### src/rtl/adc_pkg.sv
// Shared types for the scanning ADC averager: FSM state encoding and the
// channel-index width derivation used by every port that carries a channel.
package adc_pkg;

  typedef enum logic [2:0] {
    IDLE   = 3'd0,
    SAMPLE = 3'd1,
    DIVIDE = 3'd2,
    ACCUM  = 3'd3,
    OUT    = 3'd4
  } state_t;

  // A single-channel build still needs a 1-bit channel field.
  function automatic int ch_width(input int channels);
    return (channels > 1) ? $clog2(channels) : 1;
  endfunction

endpackage

### src/rtl/adc_seq_div.sv
// Restoring divider: one quotient bit per cycle, MSB first, fixed WIDTH-cycle
// latency after start. The upper dividend half must be below the divisor for
// the quotient to fit in WIDTH bits; the caller saturates when it does not.
module adc_seq_div #(
  parameter int WIDTH = 8
) (
  input  logic                 clk,
  input  logic                 rst,
  input  logic                 start,
  input  logic [2*WIDTH-1:0]   dividend,
  input  logic [WIDTH-1:0]     divisor,
  output logic                 done,
  output logic [WIDTH-1:0]     quotient
);

  localparam int CNT_W = $clog2(WIDTH + 1);

  logic [WIDTH-1:0] rem;
  logic [WIDTH-1:0] dvd_lo;
  logic [CNT_W-1:0] cnt;
  logic [WIDTH:0]   trial;
  logic             fits;

  assign trial = {rem, dvd_lo[WIDTH-1]};
  assign fits  = (trial >= {1'b0, divisor});
  // done flags the cycle in which the last quotient bit is being produced.
  assign done  = (cnt == CNT_W'(1));

  // Load on start, then shift-and-subtract while the down-counter runs.
  always_ff @(posedge clk or posedge rst) begin
    if (rst) begin
      rem      <= '0;
      dvd_lo   <= '0;
      cnt      <= '0;
      quotient <= '0;
    end else if (start) begin
      rem      <= dividend[2*WIDTH-1:WIDTH];
      dvd_lo   <= dividend[WIDTH-1:0];
      cnt      <= CNT_W'(WIDTH);
      quotient <= '0;
    end else if (cnt != '0) begin
      rem      <= fits ? WIDTH'(trial - {1'b0, divisor}) : trial[WIDTH-1:0];
      dvd_lo   <= dvd_lo << 1;
      quotient <= (quotient << 1) | WIDTH'(fits);
      cnt      <= cnt - CNT_W'(1);
    end
  end

endmodule

### src/rtl/adc_scan_avg.sv
// Scanning ADC result averager. Each result is the truncated mean of
// 2^AVG_LOG2 ratiometric codes floor(Vin*(2^WIDTH-1)/Vref), one channel at a
// time, either once or continuously round-robin.
//
// state  | meaning
// IDLE   | waiting for start
// SAMPLE | latch Vin/Vref of the current channel, kick the divider
// DIVIDE | divider running (WIDTH cycles)
// ACCUM  | add code to accumulator, loop for more samples or finish
// OUT    | present result, hold until out_ready
module adc_scan_avg import adc_pkg::*; #(
  parameter  int WIDTH    = 8,
  parameter  int CHANNELS = 4,
  parameter  int AVG_LOG2 = 2,
  localparam int CH_W     = ch_width(CHANNELS)
) (
  input  logic                        clk,
  input  logic                        rst,
  input  logic                        start,
  input  logic                        mode,
  input  logic [CH_W-1:0]             ch_sel,
  input  logic [CHANNELS*WIDTH-1:0]   Vin,
  input  logic [WIDTH-1:0]            Vref,
  output logic [WIDTH-1:0]            digital_out,
  output logic [CH_W-1:0]             out_ch,
  output logic                        out_valid,
  input  logic                        out_ready,
  output logic                        busy,
  output logic                        vref_err
);

  localparam int ACC_W  = WIDTH + AVG_LOG2;
  localparam int SAMP_W = AVG_LOG2 + 1;
  localparam logic [SAMP_W-1:0] NSAMP = SAMP_W'(1) << AVG_LOG2;

  state_t             state;
  logic [CH_W-1:0]    cur_ch;
  logic [CH_W-1:0]    ch_start;
  logic [CH_W-1:0]    ch_next;
  logic [WIDTH-1:0]   vin_cur;
  logic [WIDTH-1:0]   vin_lat;
  logic [WIDTH-1:0]   vref_lat;
  logic [2*WIDTH-1:0] dividend;
  logic [WIDTH-1:0]   div_q;
  logic               div_done;
  logic               sat;
  logic [WIDTH-1:0]   code;
  logic [ACC_W-1:0]   acc;
  logic [SAMP_W-1:0]  samp_left;
  logic               err_acc;

  assign ch_start = (int'(ch_sel) < CHANNELS) ? ch_sel : '0;
  assign ch_next  = (int'(cur_ch) == CHANNELS - 1) ? '0 : cur_ch + CH_W'(1);
  assign vin_cur  = Vin[int'(cur_ch)*WIDTH +: WIDTH];
  // Vin*(2^WIDTH-1) without a multiplier.
  assign dividend = {vin_cur, {WIDTH{1'b0}}} - {{WIDTH{1'b0}}, vin_cur};
  // Out-of-range input and a dead reference both pin the code at full scale.
  assign sat      = (vin_lat >= vref_lat) || (vref_lat == '0);
  assign code     = sat ? '1 : div_q;

  adc_seq_div #(.WIDTH(WIDTH)) u_div (
    .clk      (clk),
    .rst      (rst),
    .start    (state == SAMPLE),
    .dividend (dividend),
    .divisor  (Vref),
    .done     (div_done),
    .quotient (div_q)
  );

  // Sequencing FSM with registered outputs; out_valid rises one cycle after
  // entering OUT so the presented mean always includes the final sample.
  always_ff @(posedge clk or posedge rst) begin
    if (rst) begin
      state       <= IDLE;
      busy        <= 1'b0;
      cur_ch      <= '0;
      vin_lat     <= '0;
      vref_lat    <= '0;
      acc         <= '0;
      samp_left   <= '0;
      err_acc     <= 1'b0;
      digital_out <= '0;
      out_ch      <= '0;
      out_valid   <= 1'b0;
      vref_err    <= 1'b0;
    end else begin
      case (state)
        IDLE: begin
          if (start) begin
            cur_ch    <= ch_start;
            acc       <= '0;
            samp_left <= NSAMP;
            err_acc   <= 1'b0;
            busy      <= 1'b1;
            state     <= SAMPLE;
          end
        end
        SAMPLE: begin
          vin_lat  <= vin_cur;
          vref_lat <= Vref;
          if (Vref == '0) err_acc <= 1'b1;
          state    <= DIVIDE;
        end
        DIVIDE: begin
          if (div_done) state <= ACCUM;
        end
        ACCUM: begin
          acc       <= acc + ACC_W'(code);
          samp_left <= samp_left - SAMP_W'(1);
          state     <= (samp_left == SAMP_W'(1)) ? OUT : SAMPLE;
        end
        OUT: begin
          if (!out_valid) begin
            digital_out <= WIDTH'(acc >> AVG_LOG2);
            out_ch      <= cur_ch;
            out_valid   <= 1'b1;
            vref_err    <= err_acc;
          end else if (out_ready) begin
            out_valid <= 1'b0;
            vref_err  <= 1'b0;
            if (mode) begin
              cur_ch    <= ch_next;
              acc       <= '0;
              samp_left <= NSAMP;
              err_acc   <= 1'b0;
              state     <= SAMPLE;
            end else begin
              busy  <= 1'b0;
              state <= IDLE;
            end
          end
        end
        default: begin
          busy  <= 1'b0;
          state <= IDLE;
        end
      endcase
    end
  end

endmodule

### config.mk
export PLATFORM = sky130hd
export DESIGN_NAME = adc_scan_avg
export DESIGN_NICKNAME = d
export VERILOG_FILES = /design/src/rtl/adc_pkg.sv /design/src/rtl/adc_seq_div.sv /design/src/rtl/adc_scan_avg.sv
export SDC_FILE = /design/constraint.sdc
export NUM_CORES = 1
export LEC_CHECK = 0
export ABC_AREA = 1
export BUFFER_PORTS_ARGS = -buffer_cell sky130_fd_sc_hd__buf_2
export CAP_MARGIN = 40
export CORE_UTILIZATION = 59
export CTS_CLUSTER_SIZE = 40
export DETAILED_ROUTE_END_ITERATION = 6
export PLACE_DENSITY = 0.89
export SETUP_SLACK_MARGIN = 0.2
export SYNTH_ARGS = -nofsm -noshare
export SYNTH_HDL_FRONTEND = slang
export SYNTH_SLANG_ARGS = --single-unit
### constraint.sdc
create_clock -name clk -period 3.4 [get_ports clk]
set_input_delay 0.51 -clock clk [delete_from_list [all_inputs] [get_ports clk]]
set_output_delay 0.51 -clock clk [all_outputs]
set_load 0.05 [all_outputs]
==> metrics.log, run 1 <==
INFO  metric status = finished, final reports clean
INFO  metric synth.yosys.warnings = 0
INFO  metric fmax = 333.3 MHz
INFO  metric synth_edf_count = 0
INFO  metric cts_hold_buffers = 0
INFO  metric hold_ws = 0.1657 ns
INFO  metric grt_start_max_net_pins = 60
INFO  metric start_util = about three fifths
INFO  metric tightestPinTransition = 0.5820 ns
INFO  metric antenna_violating_nets_post_route = 0
INFO  metric multi_input_area = 2489 µm²
INFO  metric worst-r2r-cell-count = 16
INFO  metric drt-vias-per-instance = around 5.7
INFO  metric row_count = 32
INFO  metric total_of_fill_cells_in_the_finished_design = approximately 610
INFO  metric dieHeight = 92.56 µm
INFO  metric combined_flip_flop_and_latch_cell_area = approximately 1900 µm²
INFO  metric cts-buffers-inserted = 9
INFO  metric ys_seq_elements = 76
INFO  metric dp_worst_setup_slack = 0.3173 ns
INFO  metric tritoncts = built
INFO  metric ctsRootBufferMaster = sky130_fd_sc_hd__clkbuf_8
INFO  metric dpl.hpwl = 8741 µm
INFO  metric post-layout-total-power = just over 6 mW
INFO  metric antenna_found_initial = 0
INFO  metric reg2reg_slack = roughly 0.40 ns
INFO  metric clock-skew-final = about 0.0081 ns
INFO  metric max_slew_headroom_at_the_worst_pin = between 60% and 70%
INFO  metric power.density_cell_area = 1116 nW/µm²
INFO  metric synthesis.instances = a little over 600
INFO  metric critical_path.reg2reg.startpoint = vin_lat[1]
INFO  metric diodes = 0
INFO  metric place_congestion = ~0.92
INFO  metric synthesis.nets = approximately 700
INFO  metric groute.layer.met1.usage = about a third
INFO  metric post_synth.cell_area_avg = approximately 7.8 µm²
INFO  metric worstPathRequired = 3.68 ns
INFO  metric post_synthesis_instance_area = about 4800 µm²
INFO  metric grt_pass1_vias = about 4400
INFO  metric element_type_at_the_critical_path_end = flop
INFO  metric worstSetupStartpointType = flop
INFO  metric grt.met2_usage = between 40% and 50%
INFO  metric final.min_clock_period = roughly 3.0 ns
INFO  metric grt_util_met3 = 6.814%
INFO  metric route.vias.total = ~4500
INFO  metric p_leak = 2.794 nW
INFO  metric crit_type = reg -> reg
INFO  metric total_grt_usage = 28.96%
INFO  metric finalHoldViolations = 0
INFO  metric num_io_pins = 60
INFO  metric numPortBuffers = 59
INFO  metric synth-async-reset-ratio = 100.0%
INFO  metric drt_pass1_iterations = 6
INFO  metric post-route-worst-setup-slack = roughly 0.40 ns
INFO  metric ir_worst_vdd = a little under 0.7 mV
INFO  metric routedWlPerCell = between 10 and 15 µm
INFO  metric worstReg2RegEnd = acc[6]
INFO  metric ys_types = 45
INFO  metric coreArea = about 7800 µm²
INFO  metric cts_max_path_buffers = 2
INFO  metric setup-tns-final = 0 ns
INFO  metric report.final.setup_viol = 0
INFO  metric timing.max_cap.violations = 0
INFO  metric grt.overflow.total = 0
INFO  metric drcViolationCount = 0
INFO  metric critical_path.max_fanout = 5
INFO  metric grt-busiest-layer = met2
INFO  metric rsz_0062_raised_after_global_routing = no
INFO  metric timing.final.max_slew_violations = 0
INFO  metric yosys_most_used_dff = sky130_fd_sc_hd__dfrtp_1
INFO  metric clkSinkCount = 76
INFO  metric layout_worst_path_cycle_share = around nine tenths
INFO  metric drive_above_1_share = 17.35%
INFO  metric die_w = slightly above 90 µm
INFO  metric seq_area_frac_synth = about two fifths
INFO  metric final_nets = around 760
INFO  metric hold_path_class = in -> async
INFO  metric grt_pass1_wl = a little under 20000 µm
INFO  metric path_clk_slew = ~0.080 ns
INFO  metric flow.area_growth_from_synthesis = 11.92%
INFO  metric clk_latency_worst_skew_pair = roughly 0.35 ns
INFO  metric dieArea = 8566 µm²
INFO  metric aggregate_routed_wire_length = ~12000 µm
INFO  metric worst-endpoint-arrival = around 3.3 ns
INFO  metric drt_iter0_markers = around 340
INFO  metric cts_max_level = 3
==> registers in the layout (all words and copies together), names as in the netlist <==
name	cells
vref_lat	8
state	3
u_div.cnt	4
u_div.dvd_lo	8
samp_left	3
busy	1
u_div.rem	8
out_ch	2
vref_err	1
err_acc	1
acc	10
cur_ch	2
digital_out	8
u_div.quotient	8
vin_lat	8
out_valid	1
==> final cells by class <==
class                           count  area share, %
Clock buffer                       10          2.542
Timing Repair Buffer               64          6.516
Clock inverter                      6          1.317
Sequential cell                    76          35.12
Inverter                           87          6.192
Multi-Input combinational cell    443          45.96
Tap cell                          102          2.357
==> through the flow <==
stage | instances | cell area, µm² | util, %
5_1_grt | 788 | 5415 | 69.01
2_1_floorplan | 622 | 4838 | -
3_5_place_dp | 771 | 5195 | 66.20
4_1_cts | 787 | 5404 | 68.86
6_report | 788 | 5415 | 69.01
3_3_place_gp | 770 | 5167 | 65.85
==> placed cells by master, fill, tap and decap left out, types with 2 or more instances in the layout <==
master,n
sky130_fd_sc_hd__nand2_1,169
sky130_fd_sc_hd__inv_1,77
sky130_fd_sc_hd__dfrtp_1,76
sky130_fd_sc_hd__buf_2,59
sky130_fd_sc_hd__o21ai_0,45
sky130_fd_sc_hd__nand3_1,41
sky130_fd_sc_hd__ha_1,31
sky130_fd_sc_hd__nor2_1,28
sky130_fd_sc_hd__a21oi_1,21
sky130_fd_sc_hd__o22ai_1,17
sky130_fd_sc_hd__nand4_1,14
sky130_fd_sc_hd__clkbuf_8,10
sky130_fd_sc_hd__nand2_2,9
sky130_fd_sc_hd__xor2_1,9
sky130_fd_sc_hd__inv_2,6
sky130_fd_sc_hd__o21ai_1,6
sky130_fd_sc_hd__nor2_2,6
sky130_fd_sc_hd__xnor2_1,5
sky130_fd_sc_hd__a31oi_1,5
sky130_fd_sc_hd__nor2_4,4
sky130_fd_sc_hd__o211ai_1,4
sky130_fd_sc_hd__buf_4,4
sky130_fd_sc_hd__inv_4,3
sky130_fd_sc_hd__nand3_4,2
sky130_fd_sc_hd__nor3_1,2
sky130_fd_sc_hd__a22o_2,2
sky130_fd_sc_hd__or2_2,2
sky130_fd_sc_hd__nand3b_1,2
sky130_fd_sc_hd__a21oi_2,2
sky130_fd_sc_hd__nor4_1,2
sky130_fd_sc_hd__o221ai_1,2
sky130_fd_sc_hd__fa_1,2
sky130_fd_sc_hd__clkinvlp_4,2
sky130_fd_sc_hd__inv_6,2
==> worst max-delay path by stage <==
stage,start,endpoint,slack (ns),cells after the start
CTS,vin_lat[1],acc[6],0.20,16
floorplan,vin_lat[1],acc[6],0.73,15
global placement,vin_lat[5],acc[6],0.48,16
finish,vin_lat[1],acc[6],0.40,16
detailed placement,vin_lat[1],acc[6],0.32,16
global route,vin_lat[1],acc[6],0.18,16
==> repair_timing <==
item,CTS,global route
endpoints found under the setup margin,0,4
buffers inserted,0,1
gates resized for setup,0,1
==> per-layer routing <==
metal	vias up	share of wire, %
met4	0	3.2
met2	177	49
li1	2179	-
met1	2067	41
met5	-	0
met3	43	6.6
==> synthesized netlist by cell type (all sizes together), types with 2 or more instances <==
cell / count / area share [%]
a22o: 3 / 0.59
nor2: 38 / 3.9
dfrtp: 76 / 39
o221ai: 2 / 0.36
nor3: 3 / 0.54
o22ai: 17 / 2.2
nand2: 179 / 15
a21oi: 23 / 2.5
ha: 31 / 8.0
nand4: 14 / 1.8
o211ai: 4 / 0.62
nor4: 2 / 0.26
xnor2: 5 / 0.91
inv: 86 / 6.8
or2: 2 / 0.26
nand3: 43 / 5.0
buf: 12 / 2.1
nand3b: 2 / 0.31
o21ai: 51 / 5.3
fa: 2 / 0.83
clkbuf: 4 / 0.31
a31oi: 5 / 0.65
xor2: 9 / 1.6
==> power by group <==
part / leakage (nW) / switching, mW / internal (mW)
sequential: 0.951 / 0.292 / 1.30
clock: 0.0995 / 0.351 / 0.365
combinational: 1.74 / 2.44 / 1.30
==> critical path, stage by stage, from the launching register on <==
cell	delay, ns
sky130_fd_sc_hd__dfrtp_1	0.39
sky130_fd_sc_hd__ha_1	0.32
sky130_fd_sc_hd__a21oi_1	0.20
sky130_fd_sc_hd__o21ai_0	0.15
sky130_fd_sc_hd__a21oi_2	0.30
sky130_fd_sc_hd__nand4_1	0.15
sky130_fd_sc_hd__ha_1	0.28
sky130_fd_sc_hd__fa_1	0.42
sky130_fd_sc_hd__nand3_1	0.10
sky130_fd_sc_hd__nand2_1	0.08
sky130_fd_sc_hd__nand2_1	0.09
sky130_fd_sc_hd__nand2_1	0.05
sky130_fd_sc_hd__nand2_1	0.05
sky130_fd_sc_hd__nand2_1	0.06
sky130_fd_sc_hd__a21oi_1	0.11
sky130_fd_sc_hd__o21ai_0	0.09
sky130_fd_sc_hd__o21ai_1	0.08
==> cells by family after synthesis <==
family / count (synthesis) / share of synthesized area, %
DFF: 76 / 39.31
adders and majority gates: 33 / 8.844
xor gates and xnor gates: 14 / 2.534
buffers and inverters: 103 / 9.335
and+or+nand+nor: 285 / 26.82
AOI/OAI and AO/OA: 111 / 13.16
(Power assumes the default switching activity.)
==> inputs of run 2 (changes only) <==
- CORE_ASPECT_RATIO: not set -> 1.4
==> metrics.log, run 2 (synthesized netlist as in run 1, its figures left out) <==
INFO  metric power.clock.fraction = 11.8% (about the same)
INFO  metric power.combinational.fraction = 61.4% (-0.4 points)
INFO  metric coreArea = 7845 µm² (about the same)
INFO  metric dpl.hpwl = 8461 µm (-3.2%)
INFO  metric grt.overflow.total = 0 (unchanged)
INFO  metric report.final.setup_viol = 0 (unchanged)
INFO  metric dieHeight = 109.2 µm (+18%)
INFO  metric grt_start_max_net_pins = 43 (-28%)
INFO  metric drt_pass1_iterations = 4 (-2)
INFO  metric start_util = 61.67% (about the same)
INFO  metric drt-vias-per-instance = 5.534 (-2.4%)
INFO  metric final_nets = 760 (-0.13%)
INFO  metric clkSinkCount = 76 (unchanged)
INFO  metric hold_path_class = in -> async
INFO  metric cts_max_level = 3 (unchanged)
INFO  metric grt_pass1_vias = 4398 (-0.32%)
INFO  metric layout.cells.most_common = sky130_fd_sc_hd__nand2_1
INFO  metric ctsRootBufferMaster = sky130_fd_sc_hd__clkbuf_8
INFO  metric power.density_cell_area = 1104 nW/µm² (-1.2%)
INFO  metric diodes = 0 (unchanged)
INFO  metric timing.final.max_slew_violations = 0 (unchanged)
INFO  metric critical_path.max_fanout = 4 (-1)
INFO  metric cts-buffers-inserted = 9 (unchanged)
INFO  metric num_io_pins = 60 (unchanged)
INFO  metric net-switching-power = 2.983 mW (-3.2%)
INFO  metric clk_latency_worst_skew_pair = 0.36 ns (about the same)
INFO  metric post-layout-total-power = 5.948 mW (-1.6%)
INFO  metric final.min_clock_period = 2.831 ns (-0.1696 ns)
INFO  metric setup-tns-final = 0 ns (unchanged)
INFO  metric drcViolationCount = 0 (unchanged)
INFO  metric numPortBuffers = 59 (unchanged)
INFO  metric worst-endpoint-arrival = 3.11 ns (-0.17 ns)
INFO  metric seq_power_share = 26.8% (+0.4 points)
INFO  metric routedWlPerCell = 14.43 µm (-3.3%)
INFO  metric fmax = 353.3 MHz (+6.0%)
INFO  metric clock-skew-final = 0.01071 ns (+0.002648 ns)
INFO  metric p_leak = 2.786 nW (-0.27%)
INFO  metric place_congestion = 0.9154 (-0.33%)
INFO  metric total_of_fill_cells_in_the_finished_design = 646 (+6.1%)
INFO  metric layout_common_cells = sky130_fd_sc_hd__nand2_1, sky130_fd_sc_hd__inv_1, sky130_fd_sc_hd__dfrtp_1
INFO  metric total_grt_usage = 28.86% (-0.095 points)
INFO  metric cts_max_path_buffers = 2 (unchanged)
INFO  metric antenna_violating_nets_post_route = 0 (unchanged)
INFO  metric largest_register_ffs = 10 (unchanged)
INFO  metric drt_iter0_markers = 295 (-14%)
INFO  metric finalHoldViolations = 0 (unchanged)
INFO  metric grt_pass1_wl = 19260 µm (-1.3%)
INFO  metric worstSetupStartpointType = flop
INFO  metric tritoncts = built
INFO  metric antenna_found_initial = 0 (unchanged)
INFO  metric ir_worst_vdd = 0.7127 mV (+4.9%)
INFO  metric tightestPinTransition = 0.7509 ns (+0.1689 ns)
INFO  metric crit_type = reg -> reg
INFO  metric timing.max_cap.violations = 0 (unchanged)
INFO  metric worstPathRequired = 3.68 ns (about the same)
INFO  metric drive_above_1_share = 17.08% (-0.27 points)
INFO  metric element_type_at_the_critical_path_end = flop
INFO  metric max_slew_headroom_at_the_worst_pin = 49.87% (-11 points)
INFO  metric path_clk_slew = 0.08 ns (about the same)
INFO  metric dieArea = 8572 µm² (about the same)
INFO  metric max_flop_register = acc
INFO  metric layout_worst_path_cycle_share = 83.26% (-5.0 points)
INFO  metric power.share.switching = 50.15% (-0.84 points)
INFO  metric rsz_0062_raised_after_global_routing = no
INFO  metric row_count = 38 (+19%)
INFO  metric status = finished, final reports clean
INFO  metric power_report.internal_total = 2.965 mW (about the same)
INFO  metric hold_ws = 0.2809 ns (+0.1152 ns)
INFO  metric route.vias.total = 4344 (-2.7%)
INFO  metric flow.area_growth_from_synthesis = 11.40%
INFO  metric die_w = 78.54 µm (-15%)
INFO  metric aggregate_routed_wire_length = 11330 µm (-3.7%)
[run 2: changes by cell type in the layout (fill, tap and decap cells not counted)]
cell and change:
sky130_fd_sc_hd__inv_6 -1, sky130_fd_sc_hd__clkinvlp_4 -1, sky130_fd_sc_hd__buf_16 -1, sky130_fd_sc_hd__clkinv_2 +1, sky130_fd_sc_hd__clkbuf_1 +1, sky130_fd_sc_hd__buf_4 -1, sky130_fd_sc_hd__buf_12 +1
[run 2: what timing repair did]
item,CTS,global route
hold endpoints to repair,0,0
setup buffers,0,2
gates resized for setup,0,1
hold buffers,0,0
endpoints found under the setup margin,0,6
[run 2: path summary, 6_finish.rpt]
kind                       cells after the start         endpoint  slack, ns            from
max                                           16           acc[6]       0.57      vin_lat[3]
min                                            2  u_div.dvd_lo[6]       0.28             rst
max reg2reg                                   16           acc[6]       0.57      vin_lat[3]
min reg2reg                                    2   digital_out[4]       0.49  digital_out[4]
max in group asynchronous                      3           acc[4]       2.44             rst
min in group clk                               3      vref_lat[3]       0.39         Vref[3]
[run 2: through the flow]
step	cells	util [%]	worst slack [ns]	area, µm²
after CTS	783	68.47	0.3476	5371
after global routing	785	68.71	0.2286	5390
after floorplan	622	-	0.7259	4838
after detailed placement	767	65.90	0.3997	5170
final	785	68.71	0.5693	5390
after global placement	767	65.90	0.5148	5170
[run 2: per-layer routing]
metal	GRT usage, %	share of wire [%]	vias up
met5	0	0	-
met1	33.19	42	2058
met3	4.100	3.7	24
met2	51.80	52	100
met4	14.81	2.7	0
li1	-	-	2162
[run 2: power by group through the flow]
stage | Clock (mW) | Combinational, mW | Sequential [mW]
6_report | 0.702 | 3.65 | 1.59
5_1_grt | 0.748 | 4.11 | 1.63
4_1_cts | 0.715 | 3.56 | 1.59
3_5_place_dp | 0 | 3.53 | 1.60
3_3_place_gp | 0 | 3.42 | 1.58
2_1_floorplan | 0 | 2.77 | 1.65
[run 2: cell type report]
cell class	count	area [µm²]	share of cell area, %
clock inverter	5	60.06	1.114
tap	100	125.1	2.321
inverter	87	335.3	6.221
multi-input combinational	443	2489	46.17
timing repair buffer	63	337.8	6.267
sequential	76	1902	35.28
clock buffer	11	141.4	2.623
[run 2: worst max-delay path, stage by stage (launching register included)]
cell                      delay (ns)
sky130_fd_sc_hd__dfrtp_1        0.39
sky130_fd_sc_hd__ha_1           0.31
sky130_fd_sc_hd__a21oi_1        0.14
sky130_fd_sc_hd__o21ai_0        0.13
sky130_fd_sc_hd__a21oi_2        0.23
sky130_fd_sc_hd__nand4_1        0.12
sky130_fd_sc_hd__ha_1           0.27
sky130_fd_sc_hd__fa_1           0.42
sky130_fd_sc_hd__nand3_1        0.11
sky130_fd_sc_hd__nand2_1        0.09
sky130_fd_sc_hd__nand2_1        0.08
sky130_fd_sc_hd__nand2_1        0.05
sky130_fd_sc_hd__nand2_1        0.05
sky130_fd_sc_hd__nand2_1        0.06
sky130_fd_sc_hd__a21oi_1        0.11
sky130_fd_sc_hd__o21ai_0        0.09
sky130_fd_sc_hd__o21ai_1        0.09
